## src/rtl/fpf_decoder_12.sv

```systemverilog
// fpf_decoder_12: two-stage FPF Fibonacci decoder for 12-wire CAC codewords, with error flag and saturating error counter
module fpf_decoder_12 #(
  parameter int CNT_WIDTH = 8
) (
  input  logic                 clock,
  input  logic                 reset,
  input  logic [11:0]          code_in,
  input  logic                 in_valid,
  output logic                 in_ready,
  output logic [8:0]           data_out,
  output logic                 out_valid,
  input  logic                 out_ready,
  output logic                 out_error,
  input  logic                 err_clear,
  output logic [CNT_WIDTH-1:0] err_count
);
  localparam logic [8:0] FNS [12] = '{9'd1, 9'd1, 9'd2, 9'd3, 9'd5, 9'd8, 9'd13, 9'd21, 9'd34, 9'd55, 9'd89, 9'd144};
  logic [8:0] p [3];
  logic [8:0] s1_p [3];
  logic       fpe, s1_err, s1_valid, s2_free;
  assign s2_free  = !out_valid || out_ready;
  assign in_ready = !s1_valid || s2_free;
  always_comb begin
    p   = '{default: '0};
    fpe = 1'b0;
    for (int g = 0; g < 3; g++)
      for (int b = 0; b < 4; b++)
        p[g] = p[g] + (code_in[4*g+b] ? FNS[4*g+b] : 9'd0);
    for (int i = 0; i < 10; i++)
      fpe = fpe | (code_in[i+:3] == 3'b010) | (code_in[i+:3] == 3'b101);
  end
  always_ff @(posedge clock) begin
    if (reset) begin
      s1_p      <= '{default: '0};
      s1_err    <= 1'b0;
      s1_valid  <= 1'b0;
      data_out  <= '0;
      out_error <= 1'b0;
      out_valid <= 1'b0;
      err_count <= '0;
    end else begin
      if (in_ready) begin
        s1_valid <= in_valid;
        if (in_valid) begin
          s1_p   <= p;
          s1_err <= fpe;
        end
      end
      if (s2_free) begin
        out_valid <= s1_valid;
        if (s1_valid) begin
          data_out  <= s1_p[0] + s1_p[1] + s1_p[2];
          out_error <= s1_err;
        end
      end
      if (err_clear) err_count <= '0;
      else if (out_valid && out_ready && out_error && err_count != '1) err_count <= err_count + 1'b1;
    end
  end
endmodule
```

## config.mk

```make
export PLATFORM = sky130hd
export DESIGN_NAME = fpf_decoder_12
export DESIGN_NICKNAME = d
export VERILOG_FILES = /design/src/rtl/fpf_decoder_12.sv
export SDC_FILE = /design/constraint.sdc
export NUM_CORES = 1
export LEC_CHECK = 0
export ABC_AREA = 1
export CELL_PAD_IN_SITES_DETAIL_PLACEMENT = 1
export CELL_PAD_IN_SITES_GLOBAL_PLACEMENT = 1
export CORE_MARGIN = 5
export CORE_UTILIZATION = 46
export CTS_CLUSTER_SIZE = 24
export DETAILED_ROUTE_END_ITERATION = 8
export DONT_BUFFER_PORTS = 1
export GPL_ROUTABILITY_DRIVEN = 0
export PLACE_DENSITY = 0.86
export SYNTH_ARGS = -nofsm -noshare
export SYNTH_HDL_FRONTEND = slang
export SYNTH_SLANG_ARGS = --single-unit
```

## constraint.sdc

```tcl
create_clock -name clock -period 2.2 [get_ports clock]
set_input_delay 0.44 -clock clock [delete_from_list [all_inputs] [get_ports clock]]
set_output_delay 0.44 -clock clock [all_outputs]
set_load 0.02 [all_outputs]
```

==> impl_metrics.yaml <==
status:
  status: "finished clean"
global_routing:
  overflow: 0
  grt_pass1_vias: 2229
  grt_pass1_wl_um: 10140
  grtUsageTotal_pct: 17.39
  antenna_found_initial: 0
  grt_max_degree: 33
cts:
  clkSlewWorstSetupHoldPaths_ns: 0.08
  clk_latency_ns: 0.30
  cts_tree: "built"
  clock_sinks: 38
  cts_hold_buf: 0
  clockBufferDepth: 2
  clockRootBuffer: "clkbuf_8"
  numCtsBuffers: 5
  htreeDepth: 2
critical_path:
  critPathKind: "reg -> reg"
  r2r_start: "s1_p[1]"
  r2r_slack_ns: 0.14
  setup.worst_path.start: "s1_p[1]"
  cp-start-kind: "flip-flop"
  slowest_delay_ns: 0.57
  worstSetupEndpoint: "data_out[5]"
  required_ns: 2.39
  reg2reg_to: "data_out[5]"
  cpMaxStageDelayCell: "fa_1"
  r2r_cells: 9
  arrival_ns: 2.25
  endpoint_kind: "flip-flop"
  worstPathMaxFanout: 3
  crit_chain: "fa_1, ha_2, inv_1, fa_2, nor2_1, nor2_1, xnor2_1, o21ai_1, inv_1"
finish:
  drive_gt1_share_pct: 5.769
  diodes: 0
  final_core_util_pct: 50.13
  syn_to_final_growth_pct: 5.753
  nets: 420
synth:
  synth_area_sq_um: 2610
  synth_area_leader_cell: "dfxtp_1"
  synth_edf_count: 0
  synthDistinctLibCells: 29
  syn_area_per_cell_sq_um: 7.151
  synth_common_cells: "nand2_1, inv_1, nor2_1"
  synth.top_cell.area_share_pct: 29.15
  synth_ff_type: "dfxtp_1"
  yosysMostFrequentCell: "nand2_1"
  ys_ff_latch: 38
  synthCells: 365
  yosysWarnings: 0
  yosys-top-cells-area: "dfxtp_1, ha_1, nand2_1, inv_1, fa_1"
  synthArstFlopShare_pct: 0
  synth_seq_area_share_pct: 29.15
  synth_nets: 421
timing:
  slew_viol_final: 0
  timing.final.crit_share_pct: 93.63
  tightest_slew_ns: 0.5282
  rsz0062_at_grt: "false"
  finalWorstSetupSlack_ns: 0.1401
  fin_tns_setup_ns: 0
  min_period_ns: 2.060
  max-slew-margin-rel_pct: 64.79
  finClkSkew_ns: 0.005344
  fmax_mhz: 485.5
  setup_viol: 0
  hold_viol_final: 0
drt:
  wl_um: 6092
  via_per_inst: 4.947
  drt_iter0_markers: 62
  ant_nets: 0
  firstDrtPassIters: 4
  wire_per_inst_um: 13.97
  drc_errors: 0
  dr_total_vias: 2157
pwr:
  vdd.ir_drop.worst_uv: 313.9
  power.density_nw_per_um2: 632.4
  p_leak_nw: 1.377
placement:
  hpwl_um: 4744
  portBuffers: 0
  preCtsSetupSlack_ns: 0.04590
die:
  coreArea_sq_um: 5507
  io_pins: 37
  die_w_um: 85.33
  die-area_sq_um: 7280
  num_rows: 27
  initial_core_util_pct: 47.40
  die_h_um: 85.33
min_path:
  hp-class: "in -> reg"
job:
  maxCapViolations: 0
==> state kept, by name, summed over array words and instances, names as in the netlist <==
register   count
s1_err         1
s1_valid       1
s1_p          17
out_error      1
err_count      8
data_out       9
out_valid      1
==> layout make-up <==
class	count	area (sq um)
clock buffers	6	82.58
clock inverters	1	30.03
fillers	746	2746
inverters	63	236.5
multi-input cells	256	1559
flip-flops and latches	38	762.0
well taps	72	90.09
==> power breakdown <==
part           internal, mW  total [mW]  switching [mW]  leakage, nW
Sequential            0.734       0.787          0.0531        0.313
Combinational         0.134       0.342           0.208         1.01
Clock                 0.363       0.617           0.254       0.0573
==> stage by stage <==
step	area [sq um]	hold WS (ns)	total power, mW	instances
CTS	2754	0.1983	1.756	436
global placement	2641	0.4734	1.120	429
detailed placement	2641	0.4850	1.140	429
global route	2760	0.1922	1.839	436
floorplan	2610	0.4568	1.059	365
finish	2760	0.2046	1.745	436
==> logic make-up after synthesis <==
logic type / share of synthesized area [%]
buffers and inverters: 11.31
XOR/XNOR: 2.013
AO/OA/AOI/OAI: 12.46
AND/OR/NAND/NOR: 23.78
adder cells (fa/ha/maj): 21.28
flip-flops: 29.15
==> metal layers <==
metal | up-vias | part of all wire [%] | GRT usage (%)
met5 | - | 0 | 0
met4 | 0 | 1.7 | 6.475
met2 | 42 | 46 | 27.75
met1 | 974 | 48 | 22.34
met3 | 8 | 5.1 | 4.757
li1 | 1133 | - | -
==> worst max-delay path, delay by kind of cell (launching register included) <==
kind | cells | cell delay, ns
XOR/XNOR | 1 | 0.11
AND/OR/NAND/NOR | 2 | 0.16
adder cells (fa/ha/maj) | 3 | 1.12
flip-flops | 1 | 0.34
AO/OA/AOI/OAI | 1 | 0.12
buffers and inverters | 2 | 0.09
==> worst min path at each step <==
stage / startpoint / to / depth (start not counted)
detailed placement: s1_p[8] / s1_p[8] / 2
finish: reset / s1_valid / 1
global route: reset / s1_valid / 1
floorplan: s1_p[8] / s1_p[8] / 2
CTS: reset / s1_valid / 1
global placement: s1_p[8] / s1_p[8] / 2
==> layout by cell type, fill, tap and decap left out <==
cell       instances
ha_2               1
inv_1             61
fa_2               1
xnor2_1            1
o21ai_2            1
o21ai_0           26
bufinv_16          1
nand4_1            3
o21ai_1            2
a21oi_2            3
dfxtp_2            1
a21oi_1           25
nor2_1            48
a22oi_1            1
dfxtp_1           37
nand2_4            1
or2_2              1
ha_1              29
nand3_2            1
nand2_1           75
xor2_1             5
o21bai_1           1
nand3_1           19
o211a_1            1
fa_1               8
nand2_2            1
nor3_1             1
nor2_2             1
clkbuf_8           6
inv_2              2
==> timing repair <==
action | in CTS | in global routing
setup buffers | 0 | 0
resized for setup | 0 | 4
endpoints found under the hold margin | 0 | 0
endpoints found under the setup margin | 0 | 2
(Power assumes the default switching activity.)
